===== src/rtl/ror_unit_pkg.sv =====
// Shared ALU definitions: operand/rotate-amount widths and the 64-bit Z result pair.
package ror_unit_pkg;

  localparam int DATA_W     = 32;
  localparam int SHAMT_BITS = 5;

  typedef struct packed {
    logic [DATA_W-1:0] zhigh;
    logic [DATA_W-1:0] zlow;
  } z_t;

endpackage : ror_unit_pkg


===== src/rtl/ror_barrel.sv =====
// Combinational logarithmic rotate-right network; stage s rotates by 2^s when shamt[s] is set.
module ror_barrel
  import ror_unit_pkg::*;
#(
  parameter int WIDTH   = DATA_W,
  parameter int SHAMT_W = SHAMT_BITS
) (
  input  logic [WIDTH-1:0]   din,
  input  logic [SHAMT_W-1:0] shamt,
  output logic [WIDTH-1:0]   dout
);

  logic [WIDTH-1:0] stage [SHAMT_W+1];

  assign stage[0] = din;

  for (genvar s = 0; s < SHAMT_W; s++) begin : g_stage
    localparam int AMT = 1 << s;
    assign stage[s+1] = shamt[s] ? {stage[s][AMT-1:0], stage[s][WIDTH-1:AMT]}
                                 : stage[s];
  end

  assign dout = stage[SHAMT_W];

endmodule : ror_barrel


===== src/rtl/ror_unit.sv =====
// Registered 32-bit rotate-right unit: one-cycle latency, one operation per cycle, no backpressure.
module ror_unit
  import ror_unit_pkg::*;
#(
  parameter int WIDTH   = DATA_W,
  parameter int SHAMT_W = SHAMT_BITS
) (
  input  logic             clock,
  input  logic             resetn,
  input  logic             in_valid,
  input  logic [WIDTH-1:0] x,
  input  logic [WIDTH-1:0] y,
  output logic [WIDTH-1:0] Zlow,
  output logic [WIDTH-1:0] Zhigh,
  output logic             out_valid
);

  logic [WIDTH-1:0] rot;
  logic [WIDTH-1:0] zlow_q;
  logic             valid_q;
  z_t               z;

  // Upper rotate-amount bits are architecturally ignored.
  logic unused_y_hi;
  assign unused_y_hi = ^y[WIDTH-1:SHAMT_W];

  ror_barrel #(
    .WIDTH   (WIDTH),
    .SHAMT_W (SHAMT_W)
  ) u_barrel (
    .din   (x),
    .shamt (y[SHAMT_W-1:0]),
    .dout  (rot)
  );

  // NOTE: state registers use non-blocking assignments so every flop samples pre-edge values.
  always_ff @(posedge clock or negedge resetn) begin
    if (!resetn) begin
      zlow_q  <= '0;
      valid_q <= 1'b0;
    end else begin
      valid_q <= in_valid;
      // Load only on a valid op, so idle-cycle X on x/y never reaches Zlow.
      if (in_valid) begin
        zlow_q <= rot;
      end
    end
  end

  assign z         = '{zhigh: '0, zlow: zlow_q};
  assign Zlow      = z.zlow;
  assign Zhigh     = z.zhigh;
  assign out_valid = valid_q;

endmodule : ror_unit


===== config.mk =====
export PLATFORM = sky130hd
export DESIGN_NAME = ror_unit
export DESIGN_NICKNAME = d
export VERILOG_FILES = /design/src/rtl/ror_unit_pkg.sv /design/src/rtl/ror_barrel.sv /design/src/rtl/ror_unit.sv
export SDC_FILE = /design/constraint.sdc
export NUM_CORES = 1
export LEC_CHECK = 0
export CORE_MARGIN = 2
export CORE_UTILIZATION = 46
export CTS_BUF_LIST = sky130_fd_sc_hd__clkbuf_4 sky130_fd_sc_hd__clkbuf_8
export DETAILED_ROUTE_END_ITERATION = 8
export PLACE_DENSITY = 0.84
export RECOVER_POWER = 50
export SLEW_MARGIN = 30
export SYNTH_ARGS = -nofsm -noshare
export SYNTH_HDL_FRONTEND = slang
export SYNTH_SLANG_ARGS = --single-unit

===== constraint.sdc =====
create_clock -name clock -period 0.9 [get_ports clock]
set_input_delay 0.18 -clock clock [delete_from_list [all_inputs] [get_ports clock]]
set_output_delay 0.18 -clock clock [all_outputs]
set_load 0.03 [all_outputs]

; After elaboration in Yosys (flattened, before gate mapping)
; Index checks and enable logic that the tools add are counted.
[word_totals]
regBits = 33
inputBits = 67
out_inout_bits = 65
wordCells = 7
[op_classes]
muxes = 5
[ops]
columns = cell, n
row1 = two-way mux 32 bit, 5

; Depth between registers and ports, before layout
[logic_depth]
depth_word = 5
ltp_mapped = 7
depth_no_buf = 4

; Cells and area by module
; From an unflattened synthesis, not the netlist that was laid out.
[unflattened]
hier_cells = 218
hier_area_um2 = 3563.4
[modules_own_cells]
columns = mod, instances, cells_each, area_per_inst_um2, seq_area_each_um2
row1 = ror_barrel, 1, 116, 1949.4, 0.0
row2 = ror_unit, 1, 102, 1614.0, 825.8

; Worst setup path before layout
; Ideal clock, no wire load.
[synth_timing]
path_kind = input to register
start = input port y[3]
end = register zlow_q[13] (netlist: Zlow[13])
setup_time_ps = 104
t_arrival_ps = 1561
required_time_ps = 796
setup_slack_ps = -764
cell_stages = 5
path_buffers = 2
path_cell_list = buf_4 -> buf_1 -> mux4_2 -> a22o_1 -> o41ai_2
[synth_between]
elab_chain_len = 2
[synth_lines]
columns = element, line_no
row1 = start: declaration, ror_unit.sv:12  ; input logic [WIDTH-1:0] y,
row2 = two-way mux 32 bit (2 in series), ror_barrel.sv:19  ; assign stage[s+1] = shamt[s] ? {stage[s][AMT-1:0], stage[s][WIDTH-1:AMT]}
row3 = end signal: assignment, ror_unit.sv:45  ; zlow_q <= rot;
row4 = end: declaration, ror_unit.sv:19  ; logic [WIDTH-1:0] zlow_q;
; Every way passes these cells.
; A chain may end at the register's enable or synchronous reset.

; Worst setup path after layout
[layout_timing]
start = input port y[0]
end = register zlow_q[11] (netlist: Zlow[11])
[layout_between]
elab_chain_len = 5
[layout_lines]
columns = element, line_no
row1 = two-way mux 32 bit (5 in series), ror_barrel.sv:19
; Every way passes these cells.

==> metrics.txt <==
Area growth syn-to-layout=53.91%; setup repair after global routing missed its margin=yes; P_leak=slightly above 2 nW; Rows=31; Longest Clk Path Bufs=2; Fin Clk Skew=0 ns; crit path cell chain=buf_12, buf_12, mux2i_4, buf_4, mux4_2, a22oi_2, a31o_2; GR Util All Layers=roughly 30%; Slowest cell on crit path=mux4_2; die area=0.008006 mm2; Port Buf Inserts=72; Mapped Area=between 0.003 and 0.004 mm2; chip width=around 89 um; share of cells above drive strength 1=between 60% and 70%; Synth Area in XOR/XNOR=0%; core box area=between 0.007 and 0.008 mm2; simple-gate share of the synthesized area=around 8.3%; Setup violations, final=65; RD Place Congestion=roughly 0.9; sequential element share of the synthesized area=approximately a quarter; FMAX=about 0.63 GHz; critical path arrival=1.81 ns; Worst Max-Slew Pin Slew=roughly 0.63 ns; largest net degree at the start of global routing=34; Slew Limit Headroom=between 50 and 60%; CP Max Fanout=5; Syn Area/Cell=approximately 11 um2; CP Capture Type=register; drt total wl=approximately 13000 um; HPWL Detailed=7151 um; clock group share of total power=16.9%; DR WL/cell=between 20 and 25 um; cell internal pwr=about 4 mW; post-synthesis adder-cell area fraction=0%; boundary pin count=~130; status=complete, but fails checks; DR vias=roughly 3500; vias per inst=between 6 and 7; Initial Util=46.84%; sw frac=between 40% and 50%; Logic pwr share=55.8%; initial antenna violation count=0; Worst Path Required=approximately 1.1 ns; Post-Place Cell Area=approximately 0.0043 mm2; Root Driver=clkbuf_8; Chip Height=slightly below 90 um; Setup CP Type=in2reg; Synthesis Warnings=0; mux contribution to synthesized area=31.65%; pwr dens=approximately 1300 mW/mm2; NumNets Final=just under 500; Final Instance Area=about 0.0052 mm2; DRT iter0 DRCs=about 370; TritonRoute pass-1 iters=5; post-synthesis compound-gate area fraction=about a quarter; # diodes=0; cell count after synthesis=310; Max Slew Vio Count=0; Post-DRT Antenna Nets=0; Clock Latency Late Sink=slightly below 0.3 ns; clk slew on worst S/H paths=around 0.070 ns; worst vdd ir=around 0.60 mV; HP Class=in2reg; final worst path period share=175.8%; CTS tree=done; max cap viols=0; CP max stage delay=0.59 ns; # DRC=0; failing checks=negative setup slack; vias in the first global route=about 3300; setup ws final=-0.6825 ns; Final min period=1.583 ns; CP dominant cell by count=buf_12; largest family of logic cells by synthesized area=multiplexers; Reg power frac=27.3%; H-Tree Level Count=2; total CTS buffers=5; total gr overflow=0; Psw=between 2 and 3 mW; CP startpoint kind=input port; CTS Sinks=33; Cell variety after synth=26; worst slack, placed=-1.185 ns; final hold violations=0; register bit total from synthesis=33; first-pass GRT wire length=18120 um
[through the flow]
step	power, mW	hold WS (ns)	utilization (%)	std cells	setup TNS (ns)
after floorplan	3.905	-0.1156	-	341	-20.74
after global placement	4.821	0.4745	59.67	496	-34.11
after detailed placement	4.887	0.4748	59.67	496	-34.73
after CTS	6.602	0.2597	70.50	516	-20.72
after global routing	7.144	0.3766	72.08	520	-24.00
final	6.913	0.3823	72.08	520	-22.74
[worst paths after layout]
path / start / endpoint / slack (ns) / cells after the start
min: in_valid / Zlow[23]$_DFFE_PN0P_ / 0.38 / 3
min reg2reg: Zlow[29]$_DFFE_PN0P_ / Zlow[29]$_DFFE_PN0P_ / 0.63 / 3
max: y[0] / Zlow[11]$_DFFE_PN0P_ / -0.68 / 7
max reg2reg: Zlow[22]$_DFFE_PN0P_ / Zlow[22]$_DFFE_PN0P_ / -0.05 / 2
min in group asynchronous: resetn / Zlow[29]$_DFFE_PN0P_ / 0.39 / 2
max in group asynchronous: resetn / Zlow[0]$_DFFE_PN0P_ / 0.17 / 2
[cells by family (layout without fill, tap and decap cells)]
kind of cell           after synthesis  count (layout)
AO/OA/AOI/OAI                       98              98
buffers and inverters               63             143
flip-flops                          33              33
multiplexers                        67              67
other                                1              32
AND/OR/NAND/NOR                     48              48
[what timing repair did]
item	in CTS	in global routing
gates resized for setup	164	19
pin swaps	65	3
setup endpoints to repair	65	65
hold buffers	0	0
setup buffers	9	3
gates cloned	3	1
[critical path, delay by kind of cell]
kind            cells  cell delay (ns)
mux                 2             0.80
buf+inv             3             0.42
compound gates      2             0.40
[layout make-up]
class / instances / area [um2]
Clock buffer: 6 / 76.32
Clock inverter: 2 / 10.01
Fill cell: 440 / 2003
Inverter: 1 / 3.754
Multi-Input combinational cell: 245 / 2730
Sequential cell: 33 / 825.8
Tap cell: 99 / 123.9
Timing Repair Buffer: 134 / 1403
[power by group through the flow]
stage	sequential [mW]	combinational [mW]	clock [mW]
3_3_place_gp	1.86	2.96	0
6_report	1.89	3.86	1.17
2_1_floorplan	2.28	1.62	0
4_1_cts	1.88	3.58	1.15
3_5_place_dp	1.86	3.03	0
5_1_grt	1.91	4.01	1.23
[cell usage in the layout (no fill, tap or decap), types with 3 or more instances in the layout]
| cell type | synthesis | routed |
|---|---|---|
| mux2i_2 | 0 | 20 |
| mux2_2 | 4 | 4 |
| o41ai_2 | 2 | 4 |
| buf_12 | 1 | 7 |
| buf_6 | 1 | 37 |
| nand2_1 | 5 | 5 |
| nor2_1 | 4 | 3 |
| a22oi_1 | 58 | 13 |
| conb_1 | 1 | 32 |
| mux4_2 | 31 | 31 |
| mux2i_4 | 0 | 10 |
| clkbuf_8 | 0 | 5 |
| dlygate4sd2_1 | 0 | 31 |
| buf_8 | 0 | 3 |
| buf_4 | 37 | 42 |
| dfrtp_1 | 33 | 33 |
| a21oi_1 | 4 | 4 |
| a31o_2 | 28 | 28 |
| a22oi_2 | 0 | 45 |
| nor2b_1 | 32 | 30 |
[state kept, by name (all words and copies together) (netlist names)]
signal and count:
out_valid 1, Zlow 32
[Yosys cell counts]
cell	count	area (um2)
or2_2	1	6.260
a22oi_1	58	435.4
o2bb2ai_1	2	17.52
dfrtp_1	33	825.8
buf_2	4	20.02
o41ai_1	2	17.52
mux2_2	4	45.04
inv_1	1	3.750
a22o_1	2	17.52
buf_12	1	20.02
and2_0	1	6.260
a21oi_1	4	20.02
o41ai_2	2	32.53
nor2_1	4	15.01
buf_1	1	3.750
a31o_2	28	245.2
clkbuf_1	18	67.56
buf_4	37	277.8
nor2b_1	32	200.2
mux2i_1	32	320.3
conb_1	1	3.750
nand2b_1	2	12.51
nand2_1	5	18.77
and2_1	3	18.77
buf_6	1	11.26
mux4_2	31	698.2
[metal layers]
metal  vias to the layer above  part of all wire (%)  GRT usage (%)
met5                         -                     0              0
li1                       1391                     -              -
met1                      1677                    36          37.95
met4                         0                   5.3          16.69
met2                       329                    50          49.56
met3                        74                   9.0          6.002
No activity file was read; power rests on OpenSTA's default activity.
